--- src/rtl/pipe_ctrl_if.sv ---
// Hazard inputs and stage-register controls exchanged between the datapath and pipe_ctrl.
// master = datapath/cache side, slave = pipe_ctrl.
interface pipe_ctrl_if #(
  parameter int REG_W = 5,
  parameter int CNT_W = 32
);
  logic             ihit;
  logic             dhit;
  logic             d_req;
  logic             halt_i;
  logic             pc_redirect;
  logic             idex_ren;
  logic [REG_W-1:0] idex_wsel;
  logic [REG_W-1:0] ifid_rs;
  logic [REG_W-1:0] ifid_rt;
  logic             ifid_use_rt;

  logic             pc_en;
  logic             ifid_en;
  logic             idex_en;
  logic             exmem_en;
  logic             memwb_en;
  logic             ifid_flush;
  logic             idex_flush;
  logic             exmem_flush;
  logic             halt_o;
  logic [CNT_W-1:0] stall_cnt;
  logic [CNT_W-1:0] bubble_cnt;
  logic [CNT_W-1:0] flush_cnt;

  modport master (
    output ihit, dhit, d_req, halt_i, pc_redirect, idex_ren, idex_wsel,
           ifid_rs, ifid_rt, ifid_use_rt,
    input  pc_en, ifid_en, idex_en, exmem_en, memwb_en,
           ifid_flush, idex_flush, exmem_flush, halt_o,
           stall_cnt, bubble_cnt, flush_cnt
  );

  modport slave (
    input  ihit, dhit, d_req, halt_i, pc_redirect, idex_ren, idex_wsel,
           ifid_rs, ifid_rt, ifid_use_rt,
    output pc_en, ifid_en, idex_en, exmem_en, memwb_en,
           ifid_flush, idex_flush, exmem_flush, halt_o,
           stall_cnt, bubble_cnt, flush_cnt
  );
endinterface

--- src/rtl/pipe_ctrl.sv ---
// Stall/flush controller for the 5-stage pipeline: enables/flushes are combinational, halt is sticky.
// Optional perf counters under PIPE_PERF_CNT_EN (undefined: counter outputs tied to 0).
module pipe_ctrl #(
  parameter int REG_W = 5,
  parameter int CNT_W = 32
) (
  input  logic        CLK,
  input  logic        nRST,
  pipe_ctrl_if.slave  bus
);

  typedef enum logic {RUN, HALTED} state_t;

  state_t           st;
  logic             dhit_seen;
  logic             halt_q;
  logic [REG_W-1:0] wsel;
  logic             lu;
  logic             d_done;
  logic             adv;

  logic pc_en, ifid_en, idex_en, exmem_en, memwb_en;
  logic ifid_flush, idex_flush, exmem_flush;

  assign wsel   = bus.idex_wsel;
  assign lu     = bus.idex_ren && (wsel != '0) &&
                  ((wsel == bus.ifid_rs) || (bus.ifid_use_rt && (wsel == bus.ifid_rt)));
  assign d_done = !bus.d_req || bus.dhit || dhit_seen;
  assign adv    = (st == RUN) && bus.ihit && d_done;

  // Priority: halt > redirect > load-use > plain advance; nRST gating keeps outputs 0 in reset.
  always_comb begin
    pc_en       = 1'b0;
    ifid_en     = 1'b0;
    idex_en     = 1'b0;
    exmem_en    = 1'b0;
    memwb_en    = 1'b0;
    ifid_flush  = 1'b0;
    idex_flush  = 1'b0;
    exmem_flush = 1'b0;
    if (nRST && adv) begin
      if (bus.halt_i) begin
        memwb_en = 1'b1;
      end else if (bus.pc_redirect) begin
        {pc_en, ifid_en, idex_en, exmem_en, memwb_en} = 5'b11111;
        {ifid_flush, idex_flush, exmem_flush}         = 3'b111;
      end else if (lu) begin
        {idex_en, exmem_en, memwb_en} = 3'b111;
        idex_flush                    = 1'b1;
      end else begin
        {pc_en, ifid_en, idex_en, exmem_en, memwb_en} = 5'b11111;
      end
    end
  end

  always_ff @(posedge CLK or negedge nRST) begin
    if (!nRST) begin
      st        <= RUN;
      dhit_seen <= 1'b0;
      halt_q    <= 1'b0;
    end else begin
      if (adv)
        dhit_seen <= 1'b0;
      else if ((st == RUN) && bus.dhit)
        dhit_seen <= 1'b1;
      if (adv && bus.halt_i) begin
        st     <= HALTED;
        halt_q <= 1'b1;
      end
    end
  end

  assign bus.pc_en       = pc_en;
  assign bus.ifid_en     = ifid_en;
  assign bus.idex_en     = idex_en;
  assign bus.exmem_en    = exmem_en;
  assign bus.memwb_en    = memwb_en;
  assign bus.ifid_flush  = ifid_flush;
  assign bus.idex_flush  = idex_flush;
  assign bus.exmem_flush = exmem_flush;
  assign bus.halt_o      = halt_q && nRST;

`ifdef PIPE_PERF_CNT_EN
  localparam logic [CNT_W-1:0] CNT_ONE = {{(CNT_W-1){1'b0}}, 1'b1};
  logic [CNT_W-1:0] stall_q, bubble_q, flush_q;
  logic             stall_ev, bubble_ev, flush_ev;

  assign stall_ev  = (st == RUN) && !adv;
  assign bubble_ev = adv && !bus.halt_i && !bus.pc_redirect && lu;
  assign flush_ev  = adv && !bus.halt_i && bus.pc_redirect;

  // Saturating: hold at all-ones instead of wrapping.
  always_ff @(posedge CLK or negedge nRST) begin
    if (!nRST) begin
      stall_q  <= '0;
      bubble_q <= '0;
      flush_q  <= '0;
    end else begin
      if (stall_ev && (stall_q != '1))
        stall_q <= stall_q + CNT_ONE;
      if (bubble_ev && (bubble_q != '1))
        bubble_q <= bubble_q + CNT_ONE;
      if (flush_ev && (flush_q != '1))
        flush_q <= flush_q + CNT_ONE;
    end
  end

  assign bus.stall_cnt  = stall_q;
  assign bus.bubble_cnt = bubble_q;
  assign bus.flush_cnt  = flush_q;
`else
  assign bus.stall_cnt  = {CNT_W{1'b0}};
  assign bus.bubble_cnt = {CNT_W{1'b0}};
  assign bus.flush_cnt  = {CNT_W{1'b0}};
`endif

endmodule

--- src/flat_wrapper.sv ---
// flat-port wrapper written by rule: the top's interface ports become plain ports
module pipe_ctrl_flat 
#(
  parameter int REG_W = 5,
  parameter int CNT_W = 32
)
  (CLK, nRST, bus_ihit, bus_dhit, bus_d_req, bus_halt_i, bus_pc_redirect, bus_idex_ren, bus_idex_wsel, bus_ifid_rs, bus_ifid_rt, bus_ifid_use_rt, bus_pc_en, bus_ifid_en, bus_idex_en, bus_exmem_en, bus_memwb_en, bus_ifid_flush, bus_idex_flush, bus_exmem_flush, bus_halt_o, bus_stall_cnt, bus_bubble_cnt, bus_flush_cnt);
  pipe_ctrl_if #(.REG_W(REG_W), .CNT_W(CNT_W)) bus_i ();
  input  logic CLK;
  input  logic nRST;
  input wire logic [$bits(bus_i.ihit)-1:0] bus_ihit;
  input wire logic [$bits(bus_i.dhit)-1:0] bus_dhit;
  input wire logic [$bits(bus_i.d_req)-1:0] bus_d_req;
  input wire logic [$bits(bus_i.halt_i)-1:0] bus_halt_i;
  input wire logic [$bits(bus_i.pc_redirect)-1:0] bus_pc_redirect;
  input wire logic [$bits(bus_i.idex_ren)-1:0] bus_idex_ren;
  input wire logic [$bits(bus_i.idex_wsel)-1:0] bus_idex_wsel;
  input wire logic [$bits(bus_i.ifid_rs)-1:0] bus_ifid_rs;
  input wire logic [$bits(bus_i.ifid_rt)-1:0] bus_ifid_rt;
  input wire logic [$bits(bus_i.ifid_use_rt)-1:0] bus_ifid_use_rt;
  output wire logic [$bits(bus_i.pc_en)-1:0] bus_pc_en;
  output wire logic [$bits(bus_i.ifid_en)-1:0] bus_ifid_en;
  output wire logic [$bits(bus_i.idex_en)-1:0] bus_idex_en;
  output wire logic [$bits(bus_i.exmem_en)-1:0] bus_exmem_en;
  output wire logic [$bits(bus_i.memwb_en)-1:0] bus_memwb_en;
  output wire logic [$bits(bus_i.ifid_flush)-1:0] bus_ifid_flush;
  output wire logic [$bits(bus_i.idex_flush)-1:0] bus_idex_flush;
  output wire logic [$bits(bus_i.exmem_flush)-1:0] bus_exmem_flush;
  output wire logic [$bits(bus_i.halt_o)-1:0] bus_halt_o;
  output wire logic [$bits(bus_i.stall_cnt)-1:0] bus_stall_cnt;
  output wire logic [$bits(bus_i.bubble_cnt)-1:0] bus_bubble_cnt;
  output wire logic [$bits(bus_i.flush_cnt)-1:0] bus_flush_cnt;
  assign bus_i.ihit = bus_ihit;
  assign bus_i.dhit = bus_dhit;
  assign bus_i.d_req = bus_d_req;
  assign bus_i.halt_i = bus_halt_i;
  assign bus_i.pc_redirect = bus_pc_redirect;
  assign bus_i.idex_ren = bus_idex_ren;
  assign bus_i.idex_wsel = bus_idex_wsel;
  assign bus_i.ifid_rs = bus_ifid_rs;
  assign bus_i.ifid_rt = bus_ifid_rt;
  assign bus_i.ifid_use_rt = bus_ifid_use_rt;
  assign bus_pc_en = bus_i.pc_en;
  assign bus_ifid_en = bus_i.ifid_en;
  assign bus_idex_en = bus_i.idex_en;
  assign bus_exmem_en = bus_i.exmem_en;
  assign bus_memwb_en = bus_i.memwb_en;
  assign bus_ifid_flush = bus_i.ifid_flush;
  assign bus_idex_flush = bus_i.idex_flush;
  assign bus_exmem_flush = bus_i.exmem_flush;
  assign bus_halt_o = bus_i.halt_o;
  assign bus_stall_cnt = bus_i.stall_cnt;
  assign bus_bubble_cnt = bus_i.bubble_cnt;
  assign bus_flush_cnt = bus_i.flush_cnt;
  pipe_ctrl #(.REG_W(REG_W), .CNT_W(CNT_W)) u_core (.CLK(CLK), .nRST(nRST), .bus(bus_i));
endmodule
--- config.mk ---
export PLATFORM = sky130hd
export DESIGN_NAME = pipe_ctrl_flat
export DESIGN_NICKNAME = d
export VERILOG_FILES = /design/src/rtl/pipe_ctrl_if.sv /design/src/rtl/pipe_ctrl.sv /design/src/flat_wrapper.sv
export SDC_FILE = /design/constraint.sdc
export NUM_CORES = 1
export LEC_CHECK = 0
export ABC_CLOCK_PERIOD_IN_PS = 4300
export CORE_ASPECT_RATIO = 1.2
export CORE_UTILIZATION = 28
export CTS_CLUSTER_DIAMETER = 50
export DETAILED_ROUTE_END_ITERATION = 8
export GPL_ROUTABILITY_DRIVEN = 0
export PLACE_DENSITY_LB_ADDON = 0.25
export SLEW_MARGIN = 20
export SYNTH_ARGS = -nofsm -noshare
export SYNTH_HDL_FRONTEND = slang
export SYNTH_SLANG_ARGS = --single-unit
--- constraint.sdc ---
create_clock -name CLK -period 4.3 [get_ports CLK]
set_clock_uncertainty 0.15 [all_clocks]
set_input_delay 1.075 -clock CLK [delete_from_list [all_inputs] [get_ports CLK]]
set_output_delay 1.075 -clock CLK [all_outputs]
set_load 0.005 [all_outputs]
==> reports/summary.log <==
INFO  power_and_ir_drop p_comb_share=38.7%
INFO  critical_path  cp_slowest_cell=clkdlybuf4s50_1
INFO  clock_tree     postCtsSetupRepairBufs=0
INFO  clock_tree     cts_hold_buffers=0
INFO  finish         multi_input_area=579.3µm²
INFO  floorplanning  die_x=57.09µm
INFO  clock_tree     htreeDepth=1
INFO  synthesis      yosys-top-cells-count=99 x buf_4, 9 x xor2_1
INFO  critical_path  timing.critical_path.from_type=input port
INFO  global_routing grt_start_max_net_pins=6
INFO  floorplanning  die_h=68.11µm
INFO  clock_tree     clk-insertion-delay-late=0.21ns
INFO  status         status=finished, violations left
INFO  status         failed_checks=DRC
INFO  critical_path  worst-endpoint-arrival=2.94ns
INFO  power_and_ir_drop p_sw=45.90µW
INFO  finish         n_antenna_cell=0
INFO  critical_path  crit_chain=clkdlybuf4s50_1, xor2_1, nor4_2, a32oi_1, o31a_1, clkdlybuf4s50_1
INFO  synthesis      synth_edf_count=0
INFO  timing         fin_setup_tns=0ns
INFO  critical_path  timing.critical_path.fanout_max=4
INFO  global_routing number_of_antenna_violations_at_the_first_check_in_global_routing=0
INFO  power_and_ir_drop clock_power_share=48.6%
INFO  global_routing gr-total-overflow=0
INFO  routing        final_antenna_net_count=0
INFO  floorplanning  die_area=3888µm²
INFO  power_and_ir_drop vdd_drop_max=61.29µV
INFO  critical_path  critical_path.endpoint_type=output port
INFO  synthesis      per_instance_average_area_after_synthesis=7.725µm²
INFO  finish         post_route_cells_drive_above_1_share=4.268%
INFO  routing        drc_errors=21
INFO  critical_path  timing_worst_setup_path_type=in -> out
INFO  clock_tree     post_cts_resized=0
INFO  global_routing grt_first_pass_wirelength=1587µm
INFO  clock_tree     cts_tree=done
INFO  synthesis      synth_cell_type_count=22
INFO  synthesis      synth.yosys.warnings=0
INFO  finish         nFillCells=367
INFO  timing         final_period_minus_worst_setup_slack=4.169ns
INFO  power_and_ir_drop p_leak=0.0005651µW
INFO  synthesis      synthesis.area=1020µm²
INFO  synthesis      synth_top_cell_by_area=buf_4
INFO  synthesis      postSynth.topFlopCell=dfrtp_1
INFO  synthesis      synth_top_area_share=72.88%
INFO  routing        wl_per_cell=6.861µm
INFO  finish         syn2layout_area_growth=2.823%
INFO  place          buffer_ports.inserted=32
INFO  global_routing globalRouteTotalUtil=5.487%
INFO  timing         finalSetupViolations=0
INFO  finish         postLayoutCoreUtil=30.88%
INFO  clock_tree     path_clk_slew=0.03ns
INFO  floorplanning  num_ports=129
INFO  synthesis      synthMostInstantiatedCell=buf_4
INFO  clock_tree     root_buffer=clkbuf_8
INFO  synthesis      asyncSetResetFlopFracSynth=100.0%
INFO  critical_path  worstPathRequired=3.07ns
INFO  routing        wl=1379µm
INFO  flow_run       max_cap_viol_count=0
INFO  min_path       hold_path_class=reg -> reg
INFO  critical_path  critPathMostFrequentCell=clkdlybuf4s50_1
INFO  timing         final_hold_viol_count=0
INFO  synthesis      ys_ff_latch=2
INFO  power_and_ir_drop seq_power_share=12.7%
INFO  timing         max_freq=0.2398GHz
INFO  clock_tree     cts.sink_count=2
INFO  power_and_ir_drop power_density=142.8nW/µm²
INFO  routing        dr.first_iter.drc_count=27
INFO  power_and_ir_drop sw_share=30.67%
INFO  floorplanning  floorplan.initialDensity=30.03%
INFO  synthesis      synth.area.top_cells=buf_4 73%, xor2_1 7.7%, dfrtp_1 4.9%
INFO  finish         layout.area.seq=50.05µm²
INFO  timing         slew_violations=0
INFO  power_and_ir_drop total_power=149.7µW
INFO  synthesis      synth_sequential_area_ratio=4.908%
INFO  timing         grt_setup_unrepaired=no
INFO  routing        vias=611
INFO  global_routing grt_pass1_vias=406
INFO  clock_tree     cts_max_path_buffers=2
INFO  floorplanning  floorplan.rows=23
INFO  critical_path  critical-path-max-stage-delay=0.49ns
INFO  timing         timing.final.crit_share=96.96%
INFO  place          dp_hpwl=1275µm
INFO  clock_tree     cts_inserted_buffers=3
INFO  finish         nNetsFinal=190
INFO  synthesis      synthCells=132
INFO  floorplanning  core_area=3396µm²
INFO  routing        first_pass_iters=6
INFO  routing        post_drt_via_cell_ratio=3.040
INFO  power_and_ir_drop p_int=103.8µW
[metrics by stage]
stage                     hold WS, ns  setup slack (ns)  cells  area [µm²]
final                          0.3677            0.1305    201        1049
after global routing           0.4271           0.03533    201        1049
after CTS                      0.3709           0.09906    201        1049
after detailed placement       0.3647            0.1130    198        1007
after global placement         0.3727            0.1439    198        1007
after floorplan                0.3208             1.023    227        1376
[cells by family after synthesis]
kind of cell	Yosys count	share of synthesized area [%]
buffers and inverters	100	73.25
XOR/XNOR	10	8.590
AO/OA/AOI/OAI	8	5.153
flip-flops	2	4.908
other	1	0.3677
AND/OR/NAND/NOR	11	7.730
[sequential cells by signal, summed over array words and instances, names as in the netlist]
signal and count:
u_core.st 1, u_core.dhit_seen 1
[path summary, 6_finish.rpt]
check	from	slack, ns	endpoint	cells after the start
max in group asynchronous	nRST	2.95	u_core.st$_DFFE_PN0P_	1
worst min register to register	u_core.st$_DFFE_PN0P_	0.37	u_core.st$_DFFE_PN0P_	2
worst max-delay path	bus_idex_wsel[1]	0.13	bus_ifid_en	6
worst min-delay path	u_core.st$_DFFE_PN0P_	0.37	u_core.st$_DFFE_PN0P_	2
min in group asynchronous	nRST	0.90	u_core.dhit_seen$_DFFE_PN0P_	1
worst max register to register	u_core.dhit_seen$_DFFE_PN0P_	3.25	u_core.st$_DFFE_PN0P_	2
[power by group through the flow]
stage / logic (µW) / registers (µW) / clock network (µW)
2_1_floorplan: 91.8 / 19.2 / 0
3_3_place_gp: 56.8 / 19.2 / 0
3_5_place_dp: 56.5 / 19.2 / 0
4_1_cts: 56.6 / 19.0 / 76.2
5_1_grt: 66.3 / 19.0 / 77.7
6_report: 57.9 / 19.0 / 72.7
[per-layer routing]
layer	part of all wire, %	wire [µm]	track usage [%]	vias to the layer above
met2	57	780	10.74	73
met5	0	0	0	-
met3	16	215	0.7561	2
met4	1.4	19	5.488	0
li1	-	-	-	285
met1	26	363	4.719	251
[critical path, delay by kind of cell]
family,cells,cell delay [ns]
XOR/XNOR,1,0.20
buffers and inverters,2,0.94
AND/OR/NAND/NOR,1,0.25
AO/OA/AOI/OAI,2,0.47
[final cells by class]
type / count / share of cell area (%)
clock buffers: 3 / 3.938
multi-input cells: 125 / 55.25
inverters: 1 / 0.3580
flip-flops and latches: 2 / 4.773
well taps: 37 / 4.415
repair buffers: 33 / 31.26
[placed cells by master (no fill, tap or decap)]
cell type / n
nand3b_1: 1
inv_1: 1
clkbuf_8: 3
o211ai_1: 1
nor4_2: 1
nand2_1: 1
nor3b_2: 1
o21ai_1: 1
a21oi_1: 2
nor3_2: 1
xor2_1: 9
dfrtp_1: 2
nor2_1: 2
and2_1: 2
o21bai_1: 1
buf_4: 1
clkdlybuf4s50_1: 32
a32oi_1: 1
o21ai_0: 1
nor3_1: 1
or4_1: 1
o31a_1: 1
xnor2_1: 1
conb_1: 96
Note: power is estimated with default switching activity, not from simulation.
